`config.mk`:
```
export PLATFORM = sky130hd
export DESIGN_NAME = gcd_arbiter
export DESIGN_NICKNAME = d
export VERILOG_FILES = /design/src/rtl/gcd_arbiter.sv
export SDC_FILE = /design/constraint.sdc
export NUM_CORES = 1
export LEC_CHECK = 0
export BUFFER_PORTS_ARGS = -buffer_cell sky130_fd_sc_hd__buf_2
export CORE_MARGIN = 10
export CORE_UTILIZATION = 50
export DETAILED_ROUTE_END_ITERATION = 7
export PLACE_DENSITY_LB_ADDON = 0.08
export SLEW_MARGIN = 30
export SYNTH_ARGS = -nofsm -noshare
export SYNTH_HDL_FRONTEND = slang
export SYNTH_SLANG_ARGS = --single-unit
export TNS_END_PERCENT = 10
```
`constraint.sdc`:
```
create_clock -name clk -period 3.3 [get_ports clk]
set_input_delay 0.66 -clock clk [delete_from_list [all_inputs] [get_ports clk]]
set_output_delay 0.66 -clock clk [all_outputs]
set_load 0.1 [all_outputs]
```
`src/rtl/gcd_arbiter.sv`:
```
// Round-robin front end that shares one gcd_top core between NUM_REQ requesters.
// Zero operands are answered locally; a watchdog aborts a core that never finishes.
module gcd_arbiter #(
    parameter int NUM_REQ        = 4,
    parameter int WIDTH          = 10,
    parameter int TIMEOUT_CYCLES = 1024,
    parameter int ID_W           = 2
) (
    input  logic                       clk,
    input  logic                       rst,
    input  logic [NUM_REQ-1:0]         req,
    input  logic [NUM_REQ*WIDTH-1:0]   req_a,
    input  logic [NUM_REQ*WIDTH-1:0]   req_b,
    output logic [NUM_REQ-1:0]         ack,
    output logic                       resp_valid,
    output logic [ID_W-1:0]            resp_id,
    output logic [WIDTH-1:0]           resp_data,
    output logic                       resp_err,
    output logic                       core_start,
    output logic [WIDTH-1:0]           core_a,
    output logic [WIDTH-1:0]           core_b,
    input  logic [WIDTH-1:0]           core_result,
    input  logic                       core_done,
    output logic                       busy
);

    localparam int CNT_W = $clog2(TIMEOUT_CYCLES + 1);

    typedef enum logic [1:0] {
        ST_IDLE    = 2'd0,
        ST_LAUNCH  = 2'd1,
        ST_WAIT    = 2'd2,
        ST_DELIVER = 2'd3
    } state_t;

    state_t            state_r;
    logic [ID_W-1:0]   ptr_r;
    logic [ID_W-1:0]   id_r;
    logic [WIDTH-1:0]  res_r;
    logic              err_r;
    logic [CNT_W-1:0]  cnt_r;

    logic [ID_W-1:0]   cand_s [NUM_REQ];
    logic [WIDTH-1:0]  a_arr_s [NUM_REQ];
    logic [WIDTH-1:0]  b_arr_s [NUM_REQ];
    logic              grant_found_s;
    logic [ID_W-1:0]   grant_id_s;
    logic [WIDTH-1:0]  grant_a_s;
    logic [WIDTH-1:0]  grant_b_s;
    logic [ID_W-1:0]   next_ptr_s;

    // Round-robin search upward from the pointer, plus operand unpacking
    always_comb begin
        grant_found_s = 1'b0;
        grant_id_s    = {ID_W{1'b0}};
        for (int k = 0; k < NUM_REQ; k++) begin
            cand_s[k]  = ID_W'((int'(ptr_r) + k) % NUM_REQ);
            a_arr_s[k] = req_a[k*WIDTH +: WIDTH];
            b_arr_s[k] = req_b[k*WIDTH +: WIDTH];
        end
        for (int k = 0; k < NUM_REQ; k++) begin
            if (!grant_found_s && req[cand_s[k]]) begin
                grant_found_s = 1'b1;
                grant_id_s    = cand_s[k];
            end else begin
                grant_found_s = grant_found_s;
            end
        end
        grant_a_s = a_arr_s[grant_id_s];
        grant_b_s = b_arr_s[grant_id_s];
        if (id_r == ID_W'(NUM_REQ - 1)) begin
            next_ptr_s = {ID_W{1'b0}};
        end else begin
            next_ptr_s = id_r + ID_W'(1);
        end
    end

    // Control FSM with all outputs registered
    always_ff @(posedge clk) begin
        if (rst) begin
            state_r    <= ST_IDLE;
            ptr_r      <= {ID_W{1'b0}};
            id_r       <= {ID_W{1'b0}};
            res_r      <= {WIDTH{1'b0}};
            err_r      <= 1'b0;
            cnt_r      <= {CNT_W{1'b0}};
            ack        <= {NUM_REQ{1'b0}};
            resp_valid <= 1'b0;
            resp_id    <= {ID_W{1'b0}};
            resp_data  <= {WIDTH{1'b0}};
            resp_err   <= 1'b0;
            core_start <= 1'b0;
            core_a     <= {WIDTH{1'b0}};
            core_b     <= {WIDTH{1'b0}};
            busy       <= 1'b0;
        end else begin
            ack        <= {NUM_REQ{1'b0}};
            resp_valid <= 1'b0;
            core_start <= 1'b0;
            case (state_r)
                ST_IDLE: begin
                    if (grant_found_s) begin
                        id_r     <= grant_id_s;
                        core_a   <= grant_a_s;
                        core_b   <= grant_b_s;
                        ack      <= NUM_REQ'(1) << grant_id_s;
                        resp_err <= 1'b0;
                        busy     <= 1'b1;
                        // gcd(0,x)=x and gcd(x,0)=x, so the nonzero operand (or 0) is the answer
                        if ((grant_a_s == {WIDTH{1'b0}}) || (grant_b_s == {WIDTH{1'b0}})) begin
                            res_r   <= (grant_a_s == {WIDTH{1'b0}}) ? grant_b_s : grant_a_s;
                            err_r   <= 1'b0;
                            state_r <= ST_DELIVER;
                        end else begin
                            core_start <= 1'b1;
                            state_r    <= ST_LAUNCH;
                        end
                    end else begin
                        busy <= 1'b0;
                    end
                end
                ST_LAUNCH: begin
                    cnt_r   <= {CNT_W{1'b0}};
                    state_r <= ST_WAIT;
                end
                ST_WAIT: begin
                    // done is checked first so it wins over a simultaneous timeout
                    if (core_done) begin
                        res_r   <= core_result;
                        err_r   <= 1'b0;
                        state_r <= ST_DELIVER;
                    end else if (cnt_r == CNT_W'(TIMEOUT_CYCLES - 1)) begin
                        cnt_r   <= cnt_r + CNT_W'(1);
                        res_r   <= {WIDTH{1'b0}};
                        err_r   <= 1'b1;
                        state_r <= ST_DELIVER;
                    end else begin
                        cnt_r <= cnt_r + CNT_W'(1);
                    end
                end
                ST_DELIVER: begin
                    resp_valid <= 1'b1;
                    resp_id    <= id_r;
                    resp_data  <= res_r;
                    resp_err   <= err_r;
                    ptr_r      <= next_ptr_s;
                    busy       <= 1'b0;
                    state_r    <= ST_IDLE;
                end
                default: begin
                    busy    <= 1'b0;
                    state_r <= ST_IDLE;
                end
            endcase
        end
    end

endmodule

```
Word level (Yosys, flattened, before mapping). Index checks and enable logic that the tools add are counted.

Eq/ne operators: 9. Div/mod/pow operators: 0. Muxes and demuxes: 47. $add $sub $neg: 5. Shift-type cells: 1. Bitwise operators: 3. Magnitude comparators: 5. Multiply operators: 0. Reductions and logical operators: 19.

Operators with widths (number): $mux 10 (9); $bmux 10 s2 (2); $pmux 11 s2 (1); $logic_not 10->1 (2); $pmux 10 s2 (1); $mux 2 (9); $mux 1 (16); $lt 2x3->1 const B (4); $add 11x1->11 const B (1); $eq 11x10->1 const B (1); $mux 11 (1); $bmux 1 s2 (4); $pmux 2 s4 (1); $reduce_and 2->1 (4); $eq 2x2->1 const B (3); $ne 2x2->1 const B (3); $pmux 1 s2 (3); $reduce_bool 2->1 (3); $add 2x1->2 const B (2); $add 2x2->2 const B (2); $reduce_and 4->1 (1); $shl 1x2->4 const A (1); $ge 3x3->1 const B (1); $logic_and 1x1->1 (3); 8 further kinds (11).

Memories: 0. Bits in latches: 0. Output and inout port bits: 40. Word-level logic and storage cells: 104. Memory bits (writable): 0. Memory bits (read-only): 0. Input port bits: 97. Register bits after elaboration: 68.

Depth between registers and ports, before layout.
Depth in word-level cells: 21. Mapped depth: 13. Depth with buffers taken out: 9.

Worst setup path after synthesis. Ideal clock, no wire load.

Path type: input to register. From: input req[2]. To: register err_r. Stages: 12. Setup time: 0.115 ns. Path slack: 0.496 ns. Buffers on the path: 3. Data required time: 3.185 ns. Arrival: 2.690 ns. Path through: mux2i_1 -> nor2_1 -> a311oi_1 -> buf_4 -> buf_8 -> mux2i_1 -> mux2_2 -> nand4_4 -> nor3_4 -> o31ai_4 -> buf_6 -> a21bo_1.

Cells in the longest elaborated chain, start to end: 20. Elaborated cells on any way between the ends: 35. Those cells by class: eq/ne: 2; mux: 22; bitwise: 1; reduce/logical: 10.

RTL lines: from (decl) (RTL line 11) `input logic [NUM_REQ-1:0] req,`; $bmux 1 s2 (RTL line 62) `if (!grant_found_s && req[cand_s[k]]) begin`; $mux 1 (not written as such) (RTL line 62); $mux 1 (RTL line 62); $logic_not 1->1 (RTL line 62); $logic_and 1x1->1 (RTL line 62); $mux 1 (RTL line 62); $logic_not 1->1 (RTL line 62); $logic_and 1x1->1 (RTL line 62); [... 3 more ...]; $mux 2 (RTL line 62); $not 2->3 (not written as such) (RTL line 69, 70); $bmux 10 s2, on equally long branches (RTL line 69, 70); $mux 10, on equally long branches (2 in series) (RTL line 69, 70); $logic_not 10->1 (RTL line 110) `if ((grant_a_s == {WIDTH{1'b0}}) || (grant_b_s == {WIDTH{1'b0}})) begin`; $logic_or 1x1->1 (RTL line 110); $ne 2x2->1 (no line); $reduce_and 4->1 (no line) *; to (signal assigned) (RTL line 112) `err_r <= 1'b0;`; to (signal assigned) (RTL line 130) `err_r <= 1'b0;`; to (signal assigned) (RTL line 135) `err_r <= 1'b1;`; to (decl) (RTL line 40) `logic err_r;`.

Mark *: on every way between the ends. The rest lies on a longest branch, timed or not. The select of a mux whose other input is x is not followed. A chain may end at the register's enable or synchronous reset.

Worst setup path in the final report.
From: register ptr_r[1]. To: register res_r[5].

Cells in the longest elaborated chain, start to end: 21. Elaborated cells on any way between the ends: 42. Those cells by class: add/sub: 3; eq/ne: 2; mux: 26; bitwise: 1; reduce/logical: 10.

RTL lines: from (decl) (RTL line 37) `logic [ID_W-1:0] ptr_r;`; from (signal assigned) (RTL line 82) `ptr_r <= {ID_W{1'b0}};`; from (signal assigned) (RTL line 146) `ptr_r <= next_ptr_s;`; branches (longest 21 deep; another with $add 2x1->2); to (signal assigned) (RTL line 111) `res_r <= (grant_a_s == {WIDTH{1'b0}}) ? grant_b_s : grant_a_s;`; to (signal assigned) (RTL line 129) `res_r <= core_result;`; to (signal assigned) (RTL line 134) `res_r <= {WIDTH{1'b0}};`; to (decl) (RTL line 39) `logic [WIDTH-1:0] res_r;`.

Several ways; the timed one is not identified. The select of a mux whose other input is x is not followed.

==> results.md <==
- The critical path arrival is 3.36 ns.
- The area fraction in compound gates after synthesis is 12.38%.
- The count of buffers from port buffering is 136.
- The depth of the worst register-to-register path is 11.
- The count of H-tree levels built during CTS is 3.
- The critical path runs through a total of 11 cells.
- The slowest stage of the critical path belongs to the cell sky130_fd_sc_hd__o41ai_1.
- Setup repair after global routing could not meet its margin everywhere.
- The share of Yosys cell area claimed by the top area cell type is 36.01%.
- After Yosys synthesis, full adders, half adders and majority gates account for 2.317% of the synthesized area.
- In this run, the number of DRC markers left after iteration 0 of detailed routing was 174.
- The relative area change from synthesis to final layout is 26.65%.
- Before antenna repair, the detailed router went through 4 iterations.
- The count of pins over their slew limit is 0.
- The pin count of the biggest net entering global routing is 62.
- After global routing the overflow that remains totals 0.
- The biggest area contributor in the post-synthesis netlist is sky130_fd_sc_hd__dfxtp_1.
- Once placement finished, the instance area stood at 4564 um2.
- The maximum fanout along the worst path is 45.
- In this run the mean area of a mapped cell was 8.936 um2.
- The clock net in this run drives a total of 68 sinks.
- The max-capacitance violation count is 0.
- After legalization and detailed placement, the total HPWL measured 8.424 mm.
- The number of unique standard cell types used by synthesis is 48.
- The die covers 11440 um2.
- The run finished with clean final reports.
- The critical path endpoint is res_r[5].
- The average detailed-routed wire length per instance is 16.60 um.
- The endpoint identified for the worst register-to-register timing path is res_r[5].
- For the final database, setup skew stands at 0.01137 ns.
- The startpoint kind of the worst setup timing path is a register.
- After the last flow step, the layout net total stands at 657.
- In the finished design, the share of the clock period the worst path needs comes to 93.47%.
- The first global-routing pass estimated 17.27 mm of wire.
- At the pin with the least slew margin, the transition time is 0.6102 ns.
- The synthesized cell area is 3780 um2.
- The worst setup path is of the reg -> reg kind.
- The register-to-register path setup slack is 0.22 ns.
- The floorplan row count is 31.
- Summing the areas of all and, or, nand and nor instances in the mapped netlist gives 19.93% of the synthesized area.
- Counting both buffers and inverters, the worst setup path holds a total of 2.
- The leakage component of the power is 2.173 nW.
- The detail route stage leaves a number of antenna-violating nets equal to 0.
- The final-report hold violation count is 0.
- The final instance area is 4787 um2.
- The worst slew margin relative to its limit is 58.89%.
- The share of synthesized area spent on multiplexers is 24.30%.
- The most used cell along the critical path is sky130_fd_sc_hd__mux2i_1.
- Cells with a size suffix above 1 make up 36.02% of the layout.
- The critical path starts at ptr_r[1].
- The top achievable clock speed is 0.3242 GHz.
- The peak ir drop on the vdd network is 0.0005851 V.
- The commonest non-fill, non-tap cell in the layout is sky130_fd_sc_hd__buf_2.
- The post-CTS setup buffer count is 0.
- Synthesis produced 423 cells.
- The critical path goes through mux2i_1 -> nor2_1 -> a311oi_4 -> buf_12 -> mux2i_1 -> mux2_2 -> nand4_4 -> o41ai_1 -> buf_4 -> o21ai_0 -> mux2i_1.
- After synthesis, the largest family of logic cells by area is multiplexers.
- The critical path endpoint category is a register.
- The clock tree from TritonCTS is yes.
- Clock-pin slew was measured on the worst setup and hold paths at 0.08 ns.
- The worst hold-check path type is reg -> reg.
- The clock tree root driver cell is sky130_fd_sc_hd__clkbuf_8.
- The Yosys step of the flow raised 0 warnings.
- The via count of the first global-routing pass is 3445.
- The share of the synthesized netlist area taken by xor and xnor gates is 0%.
- At the later pin of the worst-skew pair, clock insertion delay measures 0.35 ns.
- The global routing usage summed across all routing layers is 18.46%.
- The power density of the placed cells is 822.1 nW/um2.
- STA puts the critical path data required time at 3.58 ns.
- The delay of the slowest cell on the worst path is 0.57 ns.
- The region available for standard cell placement spans 7292 um2.
- The floorplan step set the die width to 106.9 um.
- The final instance count without filler cells is 657.
- The final weighted congestion in routability-driven placement is 0.7986.
- The initial antenna violation count is 0.
- After synthesis, the cell types taking the most area are sky130_fd_sc_hd__dfxtp_1 (36%), sky130_fd_sc_hd__mux2i_1 (18%), sky130_fd_sc_hd__nor2_1 (7.5%).
- The minimum clock period is 3.084 ns.
- The share of the yosys chip area belonging to registers is 36.01%.
- The deepest clock path buffer count is 2.
- The post-route DRC violation count is 0.
- The synthesized design contains 68 register bits.
- The floorplan step set the die height to 106.9 um.
- Summing over every cut layer, the via total after detailed routing is 3512.
- 137 I/O pins were placed.
- The top cell types in the final layout, fill and taps aside, are sky130_fd_sc_hd__buf_2 (136), sky130_fd_sc_hd__nor2_1 (76), sky130_fd_sc_hd__dfxtp_1 (68), sky130_fd_sc_hd__mux2i_1 (67), sky130_fd_sc_hd__a21oi_1 (43).
- Once placement completed, the tool counted placed cells totaling 641.
- The number of clock buffers inserted by TritonCTS is 9.
- The launch instance of the worst register-to-register path is ptr_r[1].
- The utilization of the core after routing is 65.65%.
- The top cell family by delay on the critical path is compound AO/OA/AOI/OAI gates.
- The count of final setup violators is 0.
- Once the floorplan was initialized, standard cells occupied 51.84% of the core.
- The net count of the mapped netlist is 527.
- The number of antenna cells inserted is 0.
- The total wirelength of the detailed-routed design is 10.91 mm.
- The average vias per placed instance is 5.346.
how the worst min path moves through the flow:
stage | end | slack [ns] | from | depth (start not counted)
CTS | core_b[2] | 0.49 | core_b[2] | 2
finish | core_b[2] | 0.48 | core_b[2] | 2
detailed placement | core_b[2] | 0.47 | core_b[2] | 2
global placement | core_b[2] | 0.46 | core_b[2] | 2
floorplan | res_r[1] | 0.45 | res_r[1] | 2
global route | res_r[8] | 0.51 | res_r[8] | 2
where the power goes:
part           internal (mW)  switching (mW)
registers               1.00           0.103
logic                  0.597            1.51
clock network          0.361           0.357
metrics by stage:
| step | hold WS [ns] | power (mW) | setup WS [ns] | TNS (ns) |
|---|---|---|---|---|
| global placement | 0.4611 | 3.198 | -0.03636 | -0.03636 |
| CTS | 0.4891 | 3.944 | 0.1991 | 0 |
| finish | 0.4825 | 3.936 | 0.2156 | 0 |
| global route | 0.5107 | 4.141 | -0.006290 | -0.006290 |
| floorplan | 0.4522 | 2.810 | 0.4959 | 0 |
| detailed placement | 0.4708 | 3.225 | -0.05338 | -0.1475 |
worst reg2reg max path, cell delays in order (launching register included):
cell and delay [ns]:
sky130_fd_sc_hd__dfxtp_1 0.47, sky130_fd_sc_hd__mux2i_1 0.22, sky130_fd_sc_hd__nor2_1 0.08, sky130_fd_sc_hd__a311oi_4 0.30, sky130_fd_sc_hd__buf_12 0.32, sky130_fd_sc_hd__mux2i_1 0.27, sky130_fd_sc_hd__mux2_2 0.23, sky130_fd_sc_hd__nand4_4 0.18
sky130_fd_sc_hd__o41ai_1 0.57, sky130_fd_sc_hd__buf_4 0.19, sky130_fd_sc_hd__o21ai_0 0.07, sky130_fd_sc_hd__mux2i_1 0.13
state kept, by name (all words and copies together) (netlist names), 4 cells and up:
signal	count
cnt_r	11
res_r	10
resp_data	10
core_a	10
ack	4
core_b	10
final cells by class:
type	instances	area, um2
Tap cell	99	123.9
Fill cell	644	2505
Clock inverter	7	81.33
Clock buffer	9	123.9
Timing Repair Buffer	147	813.3
Multi-Input combinational cell	322	2265
Sequential cell	68	1361
Inverter	5	18.77
cells in the mapped netlist (all sizes together):
cell type	number
a211oi	1
a21bo	1
a21oi	44
a22oi	1
a311oi	1
a31oi	1
and3	2
and3b	1
and4	1
buf	12
clkbuf	16
dfxtp	68
ha	7
inv	5
mux2	22
mux2i	67
nand2	20
nand2b	16
nand3	5
nand3b	1
nand4	6
nor2	76
nor2b	4
nor3	7
nor3b	1
nor4	3
o211ai	3
o21a	1
o21ai	10
o22ai	4
o311ai	1
o31ai	2
o41ai	7
or2	2
or3	3
or4	1
layer usage:
layer / vias up / GRT usage [%] / wire, um
li1: 1758 / - / -
met1: 1619 / 21.84 / 4662
met2: 120 / 30.99 / 5158
met3: 15 / 5.988 / 939
met4: 0 / 5.803 / 146
met5: - / 0 / 0
kinds of logic (layout without fill, tap and decap cells):
| family | count (synthesis) | after routing |
|---|---|---|
| multiplexers | 89 | 89 |
| adder cells (fa/ha/maj) | 7 | 7 |
| AO/OA/AOI/OAI | 77 | 77 |
| AND/OR/NAND/NOR | 149 | 149 |
| flip-flops | 68 | 68 |
| buffers and inverters | 33 | 168 |
what timing repair did:
| action | 4_1_cts | 5_1_grt |
|---|---|---|
| resized for setup | 0 | 2 |
| hold buffers | 0 | 0 |
| setup endpoints to repair | 0 | 2 |
No activity file was read; power rests on OpenSTA's default activity.
